===== config.mk =====
export PLATFORM = sky130hd
export DESIGN_NAME = alu_arbiter
export DESIGN_NICKNAME = d
export VERILOG_FILES = /design/src/rtl/alu_arbiter_pkg.sv /design/src/rtl/alu_arb_pick.sv /design/src/rtl/alu_arbiter.sv
export SDC_FILE = /design/constraint.sdc
export NUM_CORES = 1
export LEC_CHECK = 0
export BUFFER_PORTS_ARGS = -buffer_cell sky130_fd_sc_hd__buf_2
export CAP_MARGIN = 20
export CELL_PAD_IN_SITES_DETAIL_PLACEMENT = 0
export CELL_PAD_IN_SITES_GLOBAL_PLACEMENT = 2
export CORE_ASPECT_RATIO = 0.5
export CORE_MARGIN = 1
export CORE_UTILIZATION = 26
export DETAILED_ROUTE_END_ITERATION = 16
export GPL_TIMING_DRIVEN = 0
export PLACE_DENSITY = 0.81
export SYNTH_ARGS = -nofsm -noshare
export SYNTH_HDL_FRONTEND = slang
export SYNTH_SLANG_ARGS = --single-unit

===== constraint.sdc =====
create_clock -name clk -period 4.1 [get_ports clk]
set_clock_uncertainty 0.2 [all_clocks]
set_input_delay 0.82 -clock clk [delete_from_list [all_inputs] [get_ports clk]]
set_output_delay 0.82 -clock clk [all_outputs]
set_load 0.03 [all_outputs]

===== src/rtl/alu_arbiter_pkg.sv =====
// Shared definitions for the two-port ALU arbiter: ALU op encodings, op width and FSM states.
package alu_arbiter_pkg;

    localparam int OP_W = 3;

    typedef enum logic [OP_W-1:0] {
        OP_ADD = 3'd0,
        OP_SUB = 3'd1,
        OP_AND = 3'd2,
        OP_OR  = 3'd3,
        OP_XOR = 3'd4,
        OP_SLL = 3'd5,
        OP_SRL = 3'd6,
        OP_SRA = 3'd7
    } alu_op_e;

    typedef enum logic [1:0] {
        ST_IDLE = 2'd0,
        ST_EXEC = 2'd1,
        ST_RESP = 2'd2
    } state_e;

endpackage


===== src/rtl/alu_arb_pick.sv =====
// Grant selection for two requesters: on a tie the requester not granted last wins.
module alu_arb_pick
    import alu_arbiter_pkg::*;
(
    input  logic [1:0] valid,
    input  logic       last,
    output logic [1:0] grant
);

    always_comb begin
        grant = valid;
        if (valid[0] && valid[1]) begin
            grant = last ? 2'b01 : 2'b10;
        end
    end

endmodule


===== src/rtl/alu_arbiter.sv =====
// Two-requester front end for a shared combinational ALU, sequenced IDLE -> EXEC -> RESP.
// Define ALU_ARB_RR_EN for round-robin arbitration; otherwise requester 0 has fixed priority.
module alu_arbiter
    import alu_arbiter_pkg::*;
#(
    parameter int DATA_W = 32
) (
    input  logic              clk,
    input  logic              rst,
    input  logic              req0_valid,
    output logic              req0_ready,
    input  logic [OP_W-1:0]   req0_op,
    input  logic [DATA_W-1:0] req0_a,
    input  logic [DATA_W-1:0] req0_b,
    input  logic              req1_valid,
    output logic              req1_ready,
    input  logic [OP_W-1:0]   req1_op,
    input  logic [DATA_W-1:0] req1_a,
    input  logic [DATA_W-1:0] req1_b,
    output logic              rsp0_valid,
    input  logic              rsp0_ready,
    output logic [DATA_W-1:0] rsp0_data,
    output logic              rsp1_valid,
    input  logic              rsp1_ready,
    output logic [DATA_W-1:0] rsp1_data,
    output logic [OP_W-1:0]   alu_op,
    output logic [DATA_W-1:0] alu_a,
    output logic [DATA_W-1:0] alu_b,
    input  logic [DATA_W-1:0] alu_c,
    output logic              busy
);

    state_e            state_q, state_d;
    logic [OP_W-1:0]   op_q;
    logic [DATA_W-1:0] a_q, b_q, result_q;
    logic              owner_q;
    logic              last_q;
    logic              accept;
    logic              rsp_done;
    logic [1:0]        grant;

    alu_arb_pick u_pick (
        .valid ({req1_valid, req0_valid}),
        .last  (last_q),
        .grant (grant)
    );

`ifdef ALU_ARB_RR_EN
    always_ff @(posedge clk or posedge rst) begin
        if (rst) begin
            last_q <= 1'b1;
        end else if (accept) begin
            last_q <= grant[1];
        end
    end
`else
    // Pinning the pointer at requester 1 makes the picker fixed-priority for requester 0.
    assign last_q = 1'b1;
`endif

    // NOTE: sequential state uses non-blocking assignments so every register sees pre-edge values.
    always_ff @(posedge clk or posedge rst) begin
        if (rst) begin
            state_q <= ST_IDLE;
        end else begin
            state_q <= state_d;
        end
    end

    // NOTE: each combinational output is given a default first, so no latch can be inferred.
    always_comb begin
        state_d = state_q;
        case (state_q)
            ST_IDLE: if (accept)   state_d = ST_EXEC;
            ST_EXEC:               state_d = ST_RESP;
            ST_RESP: if (rsp_done) state_d = ST_IDLE;
            default:               state_d = ST_IDLE;
        endcase
    end

    always_comb begin
        req0_ready = 1'b0;
        req1_ready = 1'b0;
        rsp0_valid = 1'b0;
        rsp1_valid = 1'b0;
        accept     = 1'b0;
        rsp_done   = 1'b0;
        busy       = (state_q != ST_IDLE);
        case (state_q)
            ST_IDLE: begin
                req0_ready = grant[0];
                req1_ready = grant[1];
                accept     = |grant;
            end
            ST_RESP: begin
                rsp0_valid = !owner_q;
                rsp1_valid = owner_q;
                rsp_done   = owner_q ? rsp1_ready : rsp0_ready;
            end
            default: ;
        endcase
    end

    // NOTE: these registers are reset because they drive the ALU and response ports directly.
    always_ff @(posedge clk or posedge rst) begin
        if (rst) begin
            op_q     <= '0;
            a_q      <= '0;
            b_q      <= '0;
            owner_q  <= 1'b0;
            result_q <= '0;
        end else begin
            if (accept) begin
                owner_q <= grant[1];
                op_q    <= grant[1] ? req1_op : req0_op;
                a_q     <= grant[1] ? req1_a  : req0_a;
                b_q     <= grant[1] ? req1_b  : req0_b;
            end
            if (state_q == ST_EXEC) begin
                result_q <= alu_c;
            end
        end
    end

    assign alu_op    = op_q;
    assign alu_a     = a_q;
    assign alu_b     = b_q;
    assign rsp0_data = result_q;
    assign rsp1_data = result_q;

endmodule


==> qor.csv, run 1 <==
metric,value,unit
drt via density,4.13,
DRT Pass-1 Iters,4,
io pins,308,
maximum vdd drop,0.302,mV
sequence of cells on the critical path,"buf_2, nand2b_1, clkbuf_2, buf_6, buf_6, nor2_1, buf_2",
Post-layout nets,827,
Synth Area per Inst,14.9,um2
post-synthesis to final-layout area growth,43.2,%
HPWL Detailed,11300,um
post-synthesis cell count,336,
Area contributors post-synth,"dfrtp_1 (51%), mux2_2 (29%), mux2_4 (11%), buf_4 (4.9%), buf_2 (1.2%)",
Inst Count DP,903,
sequential fraction of design power,28.9,%
total setup buffers inserted after CTS,0,
clk_lat worst skew,340,ps
root buffer cell,clkbuf_16,
Yosys cell types,15,
DR iter-0 viols,108,
storage element area,0.00255,mm2
Setup crit start kind,input port,
filler cell count,1906,
MaxCap Viol Count,0,
grt ovf,0,
CP max-delay cell,buf_2,
r2r setup slk,2070,ps
post-cts sizing count,0,
minimum clock period after layout,2880,ps
H-tree depth,3,
"CP delay by family, top",buffers and inverters,
Hold Slack,300,ps
#FFs+latches synth,102,
Final Cycle Share,70.3,%
Num Clock Sinks,102,
largest net degree at the start of global routing,63,
critical path's largest stage delay,200,ps
Yosys top cell by area,dfrtp_1,
TritonCTS clock tree,done,
die area,0.0199,mm2
status,completed,
Netlist Area Pre-Place,0.00502,mm2
Die Y,100,um
"Max FO, Critical Path",10,
Critical path buffers and inverters,5,
HP Class,reg2reg,
Routed WL,14300,um
row cnt,35,
vias in the first global route,3726,
"CTS clk-pin slew, worst paths",60,ps
post-synth net total,508,
final setup TNS,0,ps
kind of end point of the critical path,output pin,
CP Class,in2out,
PwrDens,885,mW/mm2
YS warnings,0,
sequential fraction of the synthesis area,50.8,%
global-route wire length before repair,21400,um
total track usage,14.4,%
FMAX,0.347,GHz
antenna violations before repair,0,
setup violators final,0,
IO buf count,307,
Worst-Margin Slew,561,ps
core box area,0.0187,mm2
switching component of the power,2.89,mW
hold_buf cts,0,
WP data arrival,1860,ps
TritonCTS Buffers,9,
Final ANT Viol Nets,0,
Starting Density,26.9,%
# DRC,0,
Clock power frac,13.3,%
number of diodes,0,
chip width,199,um
vias,3788,
worst endpoint required time,3080,ps
GPL Wtd Cong,0.821,
Pint,3.47,mW
Wirelength per Cell,15.6,um
Slew Limit Fails,0,
Yosys top cell area share,50.8,%
Lkg Pwr,3.66,nW
Clock Path Buffers,2,
Logic pwr share,57.9,%
"Non-Filler Cell Area, Final",0.00719,mm2
Layout Cells excl Fill,917,
Sw Ratio,45.4,%
Placement Cell Area,0.00691,mm2
max_slew headroom,62.6,%
share of layout cells above drive strength 1,82.1,%
final hold violation count,0,
RSZ-0062 raised after global routing,no,
area of the multi-input gates,0.00208,mm2
## synth_stat cells
cell,instances
inv_1,3
buf_2,12
and2_1,1
nor2_1,5
clkbuf_2,1
buf_6,5
dfrtp_1,102
o21ai_0,1
buf_4,33
nand2b_1,3
o21a_1,1
mux2_4,38
mux2_2,129
a21oi_1,1
clkbuf_1,1
## area by class of cell
class,instances,area share [%]
Buffer,52,5.19
Clock inverter,4,0.696
Tap cell,259,4.51
Timing Repair Buffer,308,21.8
Multi-Input combinational cell,179,29.0
Inverter,3,0.191
Clock buffer,10,3.18
Sequential cell,102,35.5
## registers in the layout (all words and copies together), names as in the netlist
signal / cells
rsp0_data: 32
state_q: 2
alu_op: 3
owner_q: 1
alu_a: 32
alu_b: 32
## layout by cell type, fill, tap and decap left out, types with 2 or more instances in the layout
cell,instances
inv_1,2
dfrtp_1,102
mux2_2,129
nand2b_1,3
clkinvlp_4,2
buf_6,5
clkbuf_16,9
buf_4,33
nor2_1,5
buf_2,319
clkbuf_1,2
mux2_4,38
## final timing paths
kind,cells after the start,from,to
max in group asynchronous,3,rst,alu_a[26]
hold / removal,1,alu_a[26],alu_a[26]
setup reg to reg,6,state_q[0],alu_b[12]
min in group asynchronous,2,rst,rsp0_data[28]
setup / recovery,7,req0_valid,req1_ready
hold reg to reg,1,alu_a[26],alu_a[26]
## power groups by stage
stage                     Combinational [mW]  Sequential (mW)  Clock, mW
final                                   3.68             1.84      0.843
after floorplan                         1.68             2.84          0
after global routing                    3.88             1.91      0.928
after detailed placement                3.72             1.86          0
after CTS                               3.73             1.85      0.881
after global placement                  3.69             1.85          0
## kinds of logic (layout without fill, tap and decap cells)
logic type | after synthesis | count (layout) | synth area share [%]
buffers and inverters | 55 | 377 | 7.65
multiplexers | 167 | 167 | 40.3
flip-flops | 102 | 102 | 50.8
AND/OR/NAND/NOR | 9 | 9 | 0.872
AO/OA/AOI/OAI | 3 | 3 | 0.349
## metal layers
layer | global-route usage (%) | up-vias | wire [um]
li1 | - | 1782 | -
met3 | 2.79 | 21 | 415
met5 | 0 | - | 0
met2 | 24.8 | 84 | 7550
met4 | 4.85 | 0 | 315
met1 | 18.1 | 1901 | 6030
## stage by stage
| stage | setup slack (ps) | total power, mW | utilization (%) |
|---|---|---|---|
| 3_3_place_gp | -999 | 5.54 | 36.9 |
| 5_1_grt | 1110 | 6.72 | 38.5 |
| 4_1_cts | 1210 | 6.45 | 38.5 |
| 6_report | 1220 | 6.36 | 38.5 |
| 3_5_place_dp | 1210 | 5.58 | 37.0 |
| 2_1_floorplan | 405 | 4.51 | - |
Note: power is estimated with default switching activity, not from simulation.
==> run 2, diff against run 1 <==
==> constraint.sdc (replaced) <==
create_clock -name clk -period 2.8 [get_ports clk]
set_clock_uncertainty 0.2 [all_clocks]
set_input_delay 0.56 -clock clk [delete_from_list [all_inputs] [get_ports clk]]
set_output_delay 0.56 -clock clk [all_outputs]
set_load 0.03 [all_outputs]
==> run 2 against run 1 <==
Compared with the run above: critical path depth did not move; largest power group unchanged; count of clock-buffer cells in the layout is 1 higher; critical endpoint unchanged; highest routed layer unchanged; sequential power up 47%; die area unchanged.
==> qor.csv, run 2 (same netlist as run 1, synthesis figures left out) <==
metric,value,unit,change
status,completed,,
area of the multi-input gates,0.00208,mm2,unchanged
number of diodes,0,,unchanged
grt ovf,0,,unchanged
critical path's largest stage delay,190,ps,about the same
total setup buffers inserted after CTS,0,,unchanged
"CTS clk-pin slew, worst paths",70,ps,about the same
TritonCTS Buffers,9,,unchanged
Setup crit start kind,input port,,
Num Clock Sinks,102,,unchanged
hold_buf cts,0,,unchanged
setup ws final,467,ps,-750 ps
MaxCap Viol Count,0,,unchanged
row cnt,35,,unchanged
setup violators final,0,,unchanged
final hold violation count,0,,unchanged
Post-layout nets,829,,+0.24%
Slew Limit Fails,0,,unchanged
global-route wire length before repair,20900,um,-2.1%
filler cell count,1884,,-1.2%
minimum clock period after layout,2330,ps,
Worst-Margin Slew,546,ps,-14.5 ps
WP data arrival,1570,ps,-290 ps
sequential fraction of design power,28.9,%,about the same
Pint,5.10,mW,+47%
pre-CTS WS,443,ps,-764 ps
GPL Wtd Cong,0.765,,-6.7%
drt via density,4.02,,-2.6%
switching component of the power,4.24,mW,+47%
post-cts sizing count,0,,unchanged
Die Y,100,um,unchanged
CP max-delay cell,buf_2,,
die area,0.0199,mm2,unchanged
kind of end point of the critical path,output pin,,
Final Cycle Share,83.3,%,
root buffer cell,clkbuf_16,,
IO buf count,307,,unchanged
Clock Path Buffers,2,,unchanged
HPWL Detailed,11500,um,+1.6%
TritonCTS clock tree,done,,
maximum vdd drop,0.414,mV,+37%
clk_lat worst skew,340,ps,about the same
DRT Pass-1 Iters,4,,unchanged
RSZ-0062 raised after global routing,no,,
core box area,0.0187,mm2,unchanged
"Max FO, Critical Path",10,,unchanged
vias in the first global route,3666,,-1.6%
FMAX,0.429,GHz,
Wirelength per Cell,15.3,um,-1.8%
storage element area,0.00255,mm2,unchanged
vias,3705,,-2.2%
Routed WL,14100,um,-1.3%
total track usage,14.0,%,-0.32 points
antenna violations before repair,0,,unchanged
Lkg Pwr,3.68,nW,+0.46%
largest net degree at the start of global routing,34,,-46%
chip width,199,um,unchanged
Clock power frac,13.5,%,+0.2 points
PwrDens,1290,mW/mm2,+46%
HP Class,in2async,,
final setup TNS,0,ps,unchanged
"commonest non-fill, non-tap cell in the layout",buf_2,,
total power,9.35,mW,+47%
max_slew headroom,63.5,%,+0.89 points
most frequent cells in the layout,"buf_2 (319), mux2_2 (129), dfrtp_1 (102), mux2_4 (38), buf_4 (33)",,
Sw Ratio,45.4,%,about the same
DR iter-0 viols,75,,-31%
post-synthesis to final-layout area growth,44.1,%,
# DRC,0,,unchanged
io pins,308,,unchanged
H-tree depth,3,,unchanged
sequence of cells on the critical path,"buf_2, nand2b_1, clkbuf_2, buf_6, buf_6, nor2_1, buf_2",,
Starting Density,26.9,%,unchanged
Logic pwr share,57.6,%,-0.3 points
CP Class,in2out,,
share of layout cells above drive strength 1,82.0,%,about the same
Final ANT Viol Nets,0,,unchanged
worst endpoint required time,2040,ps,-1040 ps
## run 2: cell types whose count changed in the layout (fill, tap and decap cells not counted), sizes merged
| cell | previous run | this run |
|---|---|---|
| buf | 358 | 360 |
| clkbuf | 12 | 13 |
| clkinvlp | 2 | 3 |
## run 2: power by group through the flow
stage	clock network [mW]	logic [mW]	registers, mW
6_report	1.26	5.39	2.70
3_3_place_gp	0	5.41	2.70
5_1_grt	1.38	5.68	2.80
3_5_place_dp	0	5.46	2.73
2_1_floorplan	0	2.45	4.15
4_1_cts	1.32	5.47	2.71
## run 2: layout make-up
class                           instances  area share (%)
Timing Repair Buffer                  310            22.1
Clock buffer                           11            3.22
Tap cell                              259            4.48
Multi-Input combinational cell        179            28.8
Buffer                                 52            5.15
Inverter                                3           0.207
Clock inverter                          5           0.813
Sequential cell                       102            35.3
## run 2: worst max-delay path: cells and delay by family
kind,cells,cell delay [ps]
AND/OR/NAND/NOR,2,210
buffers and inverters,5,790
## run 2: per-layer routing
metal / wire (um) / vias to the layer above / part of all wire (%) / global-route usage, %
met1: 6040 / 1845 / 43 / 17.7
met4: 98 / 0 / 0.69 / 2.31
li1: - / 1782 / - / -
met3: 422 / 10 / 3.0 / 3.06
met2: 7560 / 68 / 54 / 25.0
met5: 0 / - / 0 / 0
## run 2: worst paths after layout
kind                       cells past startpoint       start  slack (ps)            end
setup / recovery                               7  req0_valid         470     req1_ready
hold / removal                                 2         rst          60  rsp0_data[26]
setup reg to reg                               6  state_q[0]         840      alu_b[13]
hold reg to reg                                1   alu_a[16]         300      alu_a[16]
max in group asynchronous                      4         rst        1630      alu_b[29]
min in group clk                               2   alu_c[26]         240  rsp0_data[26]
## run 2: stage by stage
step	util (%)	cells	cell area (um2)	hold slack (ps)
after floorplan	-	336	5020	313
after global placement	36.9	902	6890	285
after detailed placement	37.2	905	6950	289
after CTS	38.8	921	7240	60.1
after global routing	38.8	921	7240	71.4
final	38.8	921	7240	59.4
==> run 3, diff against run 2 <==
--- a/config.mk
+++ b/config.mk
@@ -5,16 +5,17 @@
 export SDC_FILE = /design/constraint.sdc
 export NUM_CORES = 1
 export LEC_CHECK = 0
+export ABC_AREA = 1
 export BUFFER_PORTS_ARGS = -buffer_cell sky130_fd_sc_hd__buf_2
 export CAP_MARGIN = 20
 export CELL_PAD_IN_SITES_DETAIL_PLACEMENT = 0
 export CELL_PAD_IN_SITES_GLOBAL_PLACEMENT = 2
 export CORE_ASPECT_RATIO = 0.5
 export CORE_MARGIN = 1
-export CORE_UTILIZATION = 26
+export CORE_UTILIZATION = 20
 export DETAILED_ROUTE_END_ITERATION = 16
 export GPL_TIMING_DRIVEN = 0
-export PLACE_DENSITY = 0.81
+export PLACE_DENSITY = 0.78
 export SYNTH_ARGS = -nofsm -noshare
 export SYNTH_HDL_FRONTEND = slang
 export SYNTH_SLANG_ARGS = --single-unit
==> constraint.sdc (replaced) <==
create_clock -name clk -period 2 [get_ports clk]
set_clock_uncertainty 0.2 [all_clocks]
set_input_delay 0.4 -clock clk [delete_from_list [all_inputs] [get_ports clk]]
set_output_delay 0.4 -clock clk [all_outputs]
set_load 0.03 [all_outputs]
==> run 3 against run 2 <==
Compared with the run above: synthesized cell count is 110% higher; power is 38% higher; worst setup slack worse by 410 ps; register-to-register slack worse by 510 ps; cell count is 49% higher; count of clock-buffer cells in the layout is 1 lower; die area is 33% higher; global-route usage is 0.90 points higher; sequential cell count stayed put; via count is 50% higher; wire length is 41% higher.
==> qor.csv, run 3 <==
metric,value,unit,change
Post-layout nets,1195,,+44%
post-synth net total,872,,+72%
Slew Limit Fails,0,,unchanged
Area contributors post-synth,"dfrtp_1 (50%), nand2_1 (29%), nand3_1 (9.6%), buf_4 (5.5%), buf_2 (1.8%)",,
"Async S/R FF share, synth",100,%,unchanged
sequential fraction of the synthesis area,49.6,%,-1.2 points
kind of end point of the critical path,output pin,,
core box area,0.0252,mm2,+35%
WHS Endpoint,rsp0_data[27],,
prevailing post-synth register cell,dfrtp_1,,
Routed WL,19900,um,+41%
top-count cell post-synth,nand2_1,,
Starting Density,20.4,%,-6.5 points
most frequent cells in the layout,"nand2_1 (403), buf_2 (321), dfrtp_1 (101), nand3_1 (99), buf_4 (43)",,
M3 GR Usage,2.90,%,-0.16 points
Layout Cells excl Fill,1373,,+49%
FMAX,0.516,GHz,
DRT Pass-1 Iters,4,,unchanged
total track usage,14.9,%,+0.90 points
root buffer cell,clkbuf_16,,
WP data arrival,1340,ps,-230 ps
Clock Path Buffers,2,,unchanged
final hold violation count,0,,unchanged
Final ANT Viol Nets,0,,unchanged
die area,0.0264,mm2,+33%
vias in the first global route,5403,,+47%
MaxCap Viol Count,0,,unchanged
minimum clock period after layout,1940,ps,
Yosys top cell area share,49.6,%,-1.2 points
TritonCTS Buffers,9,,unchanged
"CTS clk-pin slew, worst paths",80,ps,about the same
Netlist Area Pre-Place,0.00514,mm2,+2.4%
IO buf count,306,,-0.33%
Die Y,115,um,+15%
Worst-Margin Slew,654,ps,+108 ps
drt via density,4.05,,+0.65%
RSZ-0062 raised after global routing,no,,
setup violators final,0,,unchanged
clk_lat worst skew,370,ps,+30 ps
Wirelength per Cell,14.5,um,-5.5%
"Non-Filler Cell Area, Final",0.00751,mm2,+3.8%
Final Cycle Share,97.0,%,
# DRC,0,,unchanged
R2R depth,7,,+1
Setup crit start kind,register,,
row cnt,41,,+17%
"commonest non-fill, non-tap cell in the layout",nand2_1,,
status,completed,,
chip width,229,um,+15%
Placement Cell Area,0.00715,mm2,+2.9%
HP Class,in2reg,,
maximum vdd drop,0.854,mV,+110%
post-synthesis to final-layout area growth,46.1,%,
Top Usage Layer GRT,met2,,
CP Class,reg2out,,
PwrDens,1710,mW/mm2,+33%
Num Clock Sinks,102,,unchanged
final core utilization,29.8,%,-9.0 points
Hold Path Origin,alu_c[27],,
R2R Path Start,state_q[0],,
met1 Use GR,17.7,%,about the same
Yosys top cell by area,dfrtp_1,,
global-route wire length before repair,30000,um,+43%
Post-synth EDFFs,0,,unchanged
Synth top cells by count,"nand2_1 (404), dfrtp_1 (102), nand3_1 (99), buf_4 (38), buf_2 (19)",,
worst hold path depth,3,,
vias,5559,,+50%
Lkg Pwr,4.47,nW,+22%
Inst Count DP,1352,,+49%
total power,12.9,mW,+38%
DR iter-0 viols,243,,+220%
GPL Wtd Cong,0.846,,+11%
FF-to-FF End,alu_b[2],,
antenna violations before repair,1,,+1
grt ovf,0,,unchanged
TritonCTS clock tree,done,,
r2r setup slk,330,ps,-510 ps
share of layout cells above drive strength 1,39.1,%,-43 points
io pins,308,,unchanged
largest net degree at the start of global routing,39,,+15%
"Max FO, Critical Path",4,,-6
H-tree depth,3,,unchanged
#FFs+latches synth,102,,unchanged
HPWL Detailed,15600,um,+35%
worst endpoint required time,1400,ps,-640 ps
Yosys cell types,15,,unchanged
YS warnings,0,,unchanged
max_slew headroom,56.3,%,-7.2 points
post-synthesis cell count,700,,+110%
met2 Usage GRT,27.0,%,+2.0 points
Synth Area per Inst,7.35,um2,-51%
-- run 3: layout make-up --
cell class	count	area, um2
fill	2842	17700
sequential	102	2550
multi-input combinational	515	2110
timing repair buffer	313	1630
buffer	77	479
tap	344	430
clock buffer	10	229
clock inverter	6	47.5
inverter	5	25.0
antenna	1	2.50
-- run 3: through the flow --
step | hold slack (ps) | setup TNS, ps | setup slack, ps
after global placement | 259 | -72190 | -722
after detailed placement | 259 | -81.5 | -50.7
after floorplan | 306 | 0 | 182
final | 55.7 | 0 | 60.9
after CTS | 29.5 | -20.4 | -11.7
after global routing | 46.0 | 0 | 2.03
-- run 3: logic make-up after synthesis --
family / count (synthesis) / share of synthesized area (%)
and+or+nand+nor: 512 / 40.1
DFF: 102 / 49.6
buffers and inverters: 83 / 9.88
AOI/OAI and AO/OA: 3 / 0.365
-- run 3: layer usage --
layer / wire length [um] / vias to the layer above / part of all wire (%)
li1: - / 2781 / -
met1: 8460 / 2649 / 43
met2: 10400 / 101 / 53
met3: 533 / 28 / 2.7
met4: 447 / 0 / 2.2
met5: 0 / - / 0
-- run 3: worst max-delay path by stage --
stage                from  depth (start not counted)          to  slack [ps]
2_1_floorplan         rst                          1    alu_a[0]         180
3_3_place_gp          rst                          2    alu_a[1]        -720
3_5_place_dp   req0_valid                          6  req1_ready         -50
4_1_cts        state_q[0]                          4  rsp1_valid         -10
5_1_grt        state_q[0]                          3  rsp1_valid           2
6_report       state_q[0]                          3  rsp1_valid          60
-- run 3: timing repair --
item,in CTS,in global routing
hold buffers,1,0
resized for setup,14,6
setup endpoints to repair,4,4
hold endpoints to repair,27,0
pin swaps,4,4
setup buffers,3,1
-- run 3: where the power goes --
group | switching [mW] | internal (mW) | leakage [nW]
Combinational | 5.15 | 2.30 | 3.09
Sequential | 0.642 | 3.07 | 1.26
Clock | 0.867 | 0.852 | 0.121
Total | 6.66 | 6.22 | 4.47
-- run 3: critical path: stages (launching register included) --
cell     delay (ps)
dfrtp_2         450
or2_4           290
nor2_4           90
buf_6           140
